## src/rtl/communication_arbiter.sv

```systemverilog
// Round-robin link arbiter: grants one channel at a time, enforces a one-cycle
// gap between sessions, and can force-end a session after TIMEOUT active cycles.
module communication_arbiter #(
  parameter int N_CH    = 4,
  parameter int CH_W    = 2,
  parameter int TIMEOUT = 200,
  parameter int TMR_W   = 8
) (
  input  logic              clk,
  input  logic              rst_n,
  input  logic [N_CH-1:0]   comm_initiated,
  input  logic [N_CH-1:0]   comm_ended,
  output logic              is_communicating,
  output logic [N_CH-1:0]   grant,
  output logic [CH_W-1:0]  active_ch,
  output logic [N_CH-1:0]   pending,
  output logic              timeout_pulse,
  output logic [1:0]        o_dbg_state
);

  typedef enum logic [1:0] {
    ST_IDLE    = 2'd0,
    ST_ACTIVE  = 2'd1,
    ST_HOLDOFF = 2'd2
  } state_t;

  localparam logic [TMR_W-1:0] TMO_LAST = (TIMEOUT > 0) ? TMR_W'(TIMEOUT - 1) : '0;

  state_t            r_state;
  logic [N_CH-1:0]   r_grant;
  logic [CH_W-1:0]   r_active_ch;
  logic [N_CH-1:0]   r_pending;
  logic              r_is_comm;
  logic              r_timeout_pulse;
  logic [TMR_W-1:0]  r_timer;
  logic [CH_W-1:0]   r_rr_ptr;

  logic [N_CH-1:0]   w_owner;
  logic [N_CH-1:0]   w_req;
  logic [N_CH-1:0]   w_pend_next;
  logic [2*N_CH-1:0] w_rot;
  logic              w_found;
  int                w_off;
  logic [CH_W-1:0]   w_sel;
  logic [CH_W-1:0]   w_rr_next;
  logic              w_timeout_hit;
  logic              w_owner_end;

  assign w_owner = (r_state == ST_ACTIVE) ? (N_CH'(1) << r_active_ch) : '0;
  assign w_req   = r_pending | (comm_initiated & ~comm_ended);
  // A cancel from a non-owner beats a same-cycle initiate; the owner never queues.
  assign w_pend_next = (r_pending | (comm_initiated & ~w_owner)) & ~(comm_ended & ~w_owner);

  // Rotate the request vector so the search starts at rr_ptr.
  always_comb begin
    w_rot   = {w_req, w_req} >> r_rr_ptr;
    w_found = 1'b0;
    w_off   = 0;
    for (int k = 0; k < N_CH; k++) begin
      if (!w_found && w_rot[k]) begin
        w_found = 1'b1;
        w_off   = k;
      end
    end
  end

  assign w_sel         = CH_W'((int'(r_rr_ptr) + w_off) % N_CH);
  assign w_rr_next     = CH_W'((int'(w_sel) + 1) % N_CH);
  assign w_timeout_hit = (TIMEOUT > 0) && (r_timer == TMO_LAST);
  assign w_owner_end   = comm_ended[r_active_ch];

  always_ff @(posedge clk or negedge rst_n) begin
    if (!rst_n) begin
      r_state         <= ST_IDLE;
      r_grant         <= '0;
      r_active_ch     <= '0;
      r_pending       <= '0;
      r_is_comm       <= 1'b0;
      r_timeout_pulse <= 1'b0;
      r_timer         <= '0;
      r_rr_ptr        <= '0;
    end else begin
      r_timeout_pulse <= 1'b0;
      r_pending       <= w_pend_next;
      case (r_state)
        ST_IDLE, ST_HOLDOFF: begin
          if (w_found) begin
            r_state     <= ST_ACTIVE;
            r_grant     <= N_CH'(1) << w_sel;
            r_active_ch <= w_sel;
            r_is_comm   <= 1'b1;
            r_timer     <= '0;
            r_rr_ptr    <= w_rr_next;
            r_pending   <= w_pend_next & ~(N_CH'(1) << w_sel);
          end else begin
            r_state <= ST_IDLE;
          end
        end
        ST_ACTIVE: begin
          // Owner end takes priority over a coincident timeout.
          if (w_owner_end || w_timeout_hit) begin
            r_state         <= ST_HOLDOFF;
            r_grant         <= '0;
            r_is_comm       <= 1'b0;
            r_timeout_pulse <= !w_owner_end;
          end else if (r_timer != {TMR_W{1'b1}}) begin
            r_timer <= r_timer + 1'b1;
          end
        end
        default: begin
          r_state   <= ST_IDLE;
          r_grant   <= '0;
          r_is_comm <= 1'b0;
        end
      endcase
    end
  end

  assign is_communicating = r_is_comm;
  assign grant            = r_grant;
  assign active_ch        = r_active_ch;
  assign pending          = r_pending;
  assign timeout_pulse    = r_timeout_pulse;
  assign o_dbg_state      = r_state;

endmodule
```

## config.mk

```make
export PLATFORM = sky130hd
export DESIGN_NAME = communication_arbiter
export DESIGN_NICKNAME = d
export VERILOG_FILES = /design/src/rtl/communication_arbiter.sv
export SDC_FILE = /design/constraint.sdc
export NUM_CORES = 1
export LEC_CHECK = 0
export ABC_AREA = 1
export CELL_PAD_IN_SITES_DETAIL_PLACEMENT = 1
export CELL_PAD_IN_SITES_GLOBAL_PLACEMENT = 2
export CORE_MARGIN = 4
export CORE_UTILIZATION = 32
export DETAILED_ROUTE_END_ITERATION = 16
export GPL_ROUTABILITY_DRIVEN = 1
export PLACE_DENSITY = 0.79
export SYNTH_ARGS = -nofsm -noshare
export SYNTH_HDL_FRONTEND = slang
export SYNTH_SLANG_ARGS = --single-unit
```

## constraint.sdc

```tcl
create_clock -name clk -period 5.7 [get_ports clk]
set_input_delay 1.425 -clock clk [delete_from_list [all_inputs] [get_ports clk]]
set_output_delay 1.425 -clock clk [all_outputs]
set_load 0.005 [all_outputs]
```

==> results of run 1 <==
[through the flow]
step / instances / utilization
6_report: 273 / 0.409
5_1_grt: 273 / 0.409
4_1_cts: 273 / 0.409
3_5_place_dp: 270 / 0.400
3_3_place_gp: 270 / 0.400
2_1_floorplan: 196 / -
[Yosys cell counts (all sizes together)]
cell	number	area, µm²
ha	4	50.1
xor2	4	35.0
o21ai	9	56.3
nor3	7	35.0
a21oi	9	45.0
xnor2	2	17.5
o31ai	1	7.51
o21a	3	22.5
dfrtp	24	601
clkinv	1	5.00
inv	19	71.3
nand3b	1	11.3
nor2	13	61.3
buf	1	7.51
nand2	71	302
mux2i	1	10.0
nand3	24	140
nand4	2	12.5
[layer usage]
layer,vias to the layer above,part of all wire,track usage
met5,-,0,0
met4,0,0.0030,0.0199
met3,2,0.040,0.0343
met2,25,0.42,0.231
met1,653,0.53,0.220
li1,690,-,-
[power groups by stage]
stage / Combinational, mW / Sequential, mW / Clock, mW
6_report: 0.670 / 0.290 / 0.101
5_1_grt: 0.770 / 0.300 / 0.110
4_1_cts: 0.682 / 0.290 / 0.105
3_5_place_dp: 0.676 / 0.293 / 0
3_3_place_gp: 0.660 / 0.290 / 0
2_1_floorplan: 0.460 / 0.275 / 0
[worst register-to-register path: stages, from the launching register on]
cell     delay [ns]
dfrtp_1        0.47
inv_2          0.16
nand3_2        0.10
nand2_1        0.10
nand2_1        0.07
nand2_2        0.10
nand3_1        0.07
a21oi_1        0.17
ha_1           0.20
xor2_1         0.19
inv_1          0.06
nand3_1        0.09
nand2_1        0.13
inv_2          0.10
ha_1           0.22
o21ai_0        0.16
[final cells by class]
cell class                 count  area [µm²]
fill                         553        2630
multi-input combinational    151         806
sequential                    24         601
timing repair buffer          23         230
inverter                      20        76.3
tap                           52        65.1
clock buffer                   3        41.3
[registers in the layout, summed over array words and instances, names as in the netlist]
signal / cells
pending: 4
grant: 4
is_communicating: 1
r_rr_ptr: 2
o_dbg_state: 2
r_timer: 8
timeout_pulse: 1
active_ch: 2
[path summary, 6_finish.rpt]
| kind | startpoint | end | cells after the start |
|---|---|---|---|
| min reg2reg | grant[1] | grant[1] | 2 |
| min in group asynchronous | rst_n | r_timer[2] | 1 |
| max reg2reg | r_rr_ptr[0] | r_rr_ptr[1] | 15 |
| max | comm_ended[1] | r_rr_ptr[1] | 17 |
| max in group asynchronous | rst_n | r_timer[1] | 1 |
| min | grant[1] | grant[1] | 2 |
[logic make-up (layout without fill, tap and decap cells)]
logic type,Yosys count,after routing
buf+inv,21,46
xor+xnor,6,6
simple gates,118,118
fa+ha+maj,4,4
mux,1,1
flops,24,24
compound gates,22,22
==> flow_summary.toml, run 1 <==
[grt]
grt_pass1_wl_mm = 7.32
antenna_found_initial = 0
grt_use_total = 0.151
grt-ovfl-total = 0
first_global_vias = 1531
grt_max_degree = 25

[layout]
nets = 237
area_growth_pct = 22.1
final_common_cell = "nand2_1"
fin_area_mm2 = 0.00182
layout_common_cells = "nand2_1, dfrtp_1, clkdlybuf4s50_1, nand3_1, inv_1"
drive_gt1_frac = 0.140
diodes = 0

[power]
fin_total_pwr_mw = 1.06
clockPowerShare = 0.095
cellPowerDensity_mw_per_mm2 = 583
seqPwrFrac = 0.273
p_int_mw = 0.524
p_comb_frac = 0.632
leakage_nw = 0.888
switching_share = 0.506
netSwitchingPower_mw = 0.537
vdd_ir_drop_max_mv = 0.197

[route]
drt-total-wl_mm = 4.06
drt_iter0_markers = 48
firstDrtPassIters = 4
final_antenna_net_count = 0
viasPerCell = 5.02
routedWlPerCell_um = 14.9
route.vias.total = 1370
drcViolationCount = 0

[clocking]
clock-sinks = 24
post_cts_buffers = 0
cts_resized = 0
holdBufCountCts = 0
clk_latency_ns = 0.26
root_buffer = "clkbuf_8"
clk_pin_slew_ns = 0.08
cts_tree = "done"
clk_path_buf_depth = 2
h-tree-depth = 1
numCtsBuffers = 3

[run]
cap_viol_max_count = 0

[sta]
post-route-period-util = 0.641
tns_ns = 0
fin_ws_ns = 2.05
worst_pin_slew_ns = 1.10
clock.fmax_mhz = 274
slew_headroom = 0.266
setup_viol_count_final = 0
final_hold_viol_count = 0
final_max_slew_viol_count = 0
fin_crit_ns = 3.65
rsz0062_at_grt = "no"
clock_skew_ns = 0.00118
hold_ws_ns = 0.483

[synthesis]
synth_xor_area_frac = 0.0353
synth-seq-area-share = 0.403
synthAdderAreaFrac = 0.0336
synth_area_mm2 = 0.00149
yosys_warnings = 0
synth-simple-area-share = 0.377
synthMuxAreaShare = 0.00672
ys_seq_elements = 24
synth_cells = 196
syn_area_per_cell_um2 = 7.60
synth_fp_nets = 210
synth_compound_area_frac = 0.0882
synth_top_family_by_area = "simple AND/OR/NAND/NOR gates"
synth.distinct_cells = 26

[setup_path]
crit_path_end_kind = "flip-flop"
crit_type = "input port to flip-flop"
cp_top_family = "simple AND/OR/NAND/NOR gates"
start_kind = "input port"
worstPathCellList = "clkdlybuf4s50_1 -> inv_1 -> nand2_1 -> nand3_1 -> nand2_1 -> nand2_1 -> nand2_2 -> nand3_1 -> a21oi_1 -> ha_1 -> xor2_1 -> inv_1 -> nand3_1 -> nand2_1 -> inv_2 -> ha_1 -> o21ai_0"
critPathMaxStageDelay_ns = 0.48
cp_max_fo = 4
cpMostUsedCell = "nand2_1"
worst-path-buf-inv = 4
crit_arrival_ns = 3.84
slowest_stage = "clkdlybuf4s50_1"
crit_required_ns = 5.89
r2r_slack_ns = 3.23

[die]
core_mm2 = 0.00444
die-area_mm2 = 0.00581
initial_core_util = 0.335
rows = 24
chipWidth_um = 76.2
die_h_um = 76.2
ios = 24

[place]
portBuffers = 23
place_ws_ns = 1.76
hpwlAfterDp_mm = 3.33
dpl_cell_area_mm2 = 0.00178
gp_congestion = 0.816

[worst_hold_path]
hold_path_class = "flip-flop to flip-flop"

[outcome]
outcome = "finished clean"
No activity file was read; power rests on OpenSTA's default activity.
==> inputs of run 2 (changes only) <==
--- a/config.mk
+++ b/config.mk
@@ -9,10 +9,10 @@
 export CELL_PAD_IN_SITES_DETAIL_PLACEMENT = 1
 export CELL_PAD_IN_SITES_GLOBAL_PLACEMENT = 2
 export CORE_MARGIN = 4
-export CORE_UTILIZATION = 32
+export CORE_UTILIZATION = 30
 export DETAILED_ROUTE_END_ITERATION = 16
 export GPL_ROUTABILITY_DRIVEN = 1
-export PLACE_DENSITY = 0.79
+export PLACE_DENSITY = 0.74
 export SYNTH_ARGS = -nofsm -noshare
 export SYNTH_HDL_FRONTEND = slang
 export SYNTH_SLANG_ARGS = --single-unit
==> constraint.sdc (replaced) <==
create_clock -name clk -period 3.4 [get_ports clk]
set_input_delay 0.85 -clock clk [delete_from_list [all_inputs] [get_ports clk]]
set_output_delay 0.85 -clock clk [all_outputs]
set_load 0.005 [all_outputs]
==> flow_summary.toml, run 2 (synthesis gave the netlist of run 1 again) <==
[worst_hold_path]
hold_path_class = "flip-flop to flip-flop"

[die]
chipWidth_um = 78.5
rows = 25
die_h_um = 78.5
core_mm2 = 0.00475
die-area_mm2 = 0.00616
initial_core_util = 0.313
ios = 24

[power]
leakage_nw = 0.893
vdd_ir_drop_max_mv = 0.325
netSwitchingPower_mw = 0.904
switching_share = 0.506
p_int_mw = 0.882
seqPwrFrac = 0.271
clockPowerShare = 0.093
cellPowerDensity_mw_per_mm2 = 968
p_comb_frac = 0.635
fin_total_pwr_mw = 1.79

[sta]
fin_crit_ns = 3.03
post-route-period-util = 0.891
slew_headroom = 0.748
final_hold_viol_count = 0
tns_ns = 0
final_max_slew_viol_count = 0
worst_pin_slew_ns = 0.374
clock.fmax_mhz = 330
rsz0062_at_grt = "no"
clock_skew_ns = 0.00583
setup_viol_count_final = 0

[clocking]
clk_latency_ns = 0.26
clock-sinks = 24
clk_pin_slew_ns = 0.09
cts_resized = 0
root_buffer = "clkbuf_8"
cts_tree = "done"
clk_path_buf_depth = 2
post_cts_buffers = 0
holdBufCountCts = 0
numCtsBuffers = 3
h-tree-depth = 1

[route]
drcViolationCount = 0
final_antenna_net_count = 0
route.vias.total = 1337
viasPerCell = 4.63
firstDrtPassIters = 4
drt_iter0_markers = 54
routedWlPerCell_um = 14.4
drt-total-wl_mm = 4.16

[setup_path]
worst-path-buf-inv = 3
crit_arrival_ns = 3.22
crit_path_end_kind = "flip-flop"
cp_top_family = "simple AND/OR/NAND/NOR gates"
worstPathCellList = "clkdlybuf4s50_1 -> inv_1 -> nand2_1 -> nand3_1 -> nand2_1 -> nand2_1 -> nand2_2 -> nand3_1 -> a21oi_1 -> ha_1 -> xor2_1 -> nand2_1 -> nand2_1 -> inv_2 -> ha_1 -> o21ai_0"
slowest_stage = "clkdlybuf4s50_1"
critPathMaxStageDelay_ns = 0.49
start_kind = "input port"
cpMostUsedCell = "nand2_1"
crit_type = "input port to flip-flop"
crit_required_ns = 3.59
cp_max_fo = 4

[grt]
first_global_vias = 1515
grt_use_total = 0.149
use_met1 = 0.211
grt_pass1_wl_mm = 7.41
grt-ovfl-total = 0
antenna_found_initial = 0
grt_max_degree = 25
busiest_layer = "met2"
grt_use_met3 = 0.0275
grt_util_met2 = 0.235

[layout]
diodes = 0
area_growth_pct = 23.8
layout_common_cells = "nand2_1, dfrtp_1, clkdlybuf4s50_1, nand3_1, inv_1"
final_common_cell = "nand2_1"
nets = 238
drive_gt1_frac = 0.144
largest_register = "r_timer"
largest_reg_flops = 8
fin_area_mm2 = 0.00185
final-seq-area_um2 = 601
multiInputGateArea_um2 = 806
fillerInstances = 601
final_cells = 289

[outcome]
outcome = "finished clean"

[place]
gp_congestion = 0.831
dpl_cell_area_mm2 = 0.00180
hpwlAfterDp_mm = 3.39
portBuffers = 23
placedCellCount = 286

[run]
cap_viol_max_count = 0
run 2: layer usage:
| layer | share of wire | vias up | wire length, µm |
|---|---|---|---|
| met1 | 0.52 | 622 | 2170 |
| met2 | 0.44 | 24 | 1840 |
| met5 | 0 | - | 0 |
| met3 | 0.033 | 2 | 136 |
| met4 | 0.0034 | 0 | 14 |
| li1 | - | 689 | - |
run 2: final cells by class:
class                           count  area share
Clock buffer                        3      0.0224
Inverter                           20      0.0414
Multi-Input combinational cell    151       0.437
Sequential cell                    24       0.325
Tap cell                           67      0.0454
Timing Repair Buffer               24       0.129
run 2: worst min-delay path: stages (launching register included):
cell and delay (ns):
dfrtp_1 0.35, nand2_1 0.05, nand2_1 0.05
run 2: worst paths after layout:
check,from,to,slack (ns),cells after the start
max reg2reg,r_rr_ptr[0],r_rr_ptr[1],0.97,14
min,grant[2],grant[2],0.48,2
min in group asynchronous,rst_n,grant[2],0.95,2
max in group asynchronous,rst_n,r_timer[7],2.21,2
min reg2reg,grant[2],grant[2],0.48,2
max,comm_ended[1],r_rr_ptr[1],0.37,16
run 2: metrics by stage:
step	setup slack, ns	util	hold slack [ns]
floorplan	0.869	-	0.465
global placement	0.204	0.379	0.459
detailed placement	0.0988	0.379	0.463
CTS	0.352	0.388	0.487
global route	0.0707	0.388	0.521
finish	0.371	0.388	0.482
run 2: power by group through the flow:
| stage | sequential (mW) | combinational [mW] | clock (mW) |
|---|---|---|---|
| final | 0.484 | 1.13 | 0.167 |
| after global routing | 0.503 | 1.30 | 0.190 |
| after CTS | 0.487 | 1.16 | 0.173 |
| after detailed placement | 0.492 | 1.14 | 0 |
| after global placement | 0.487 | 1.12 | 0 |
| after floorplan | 0.461 | 0.770 | 0 |
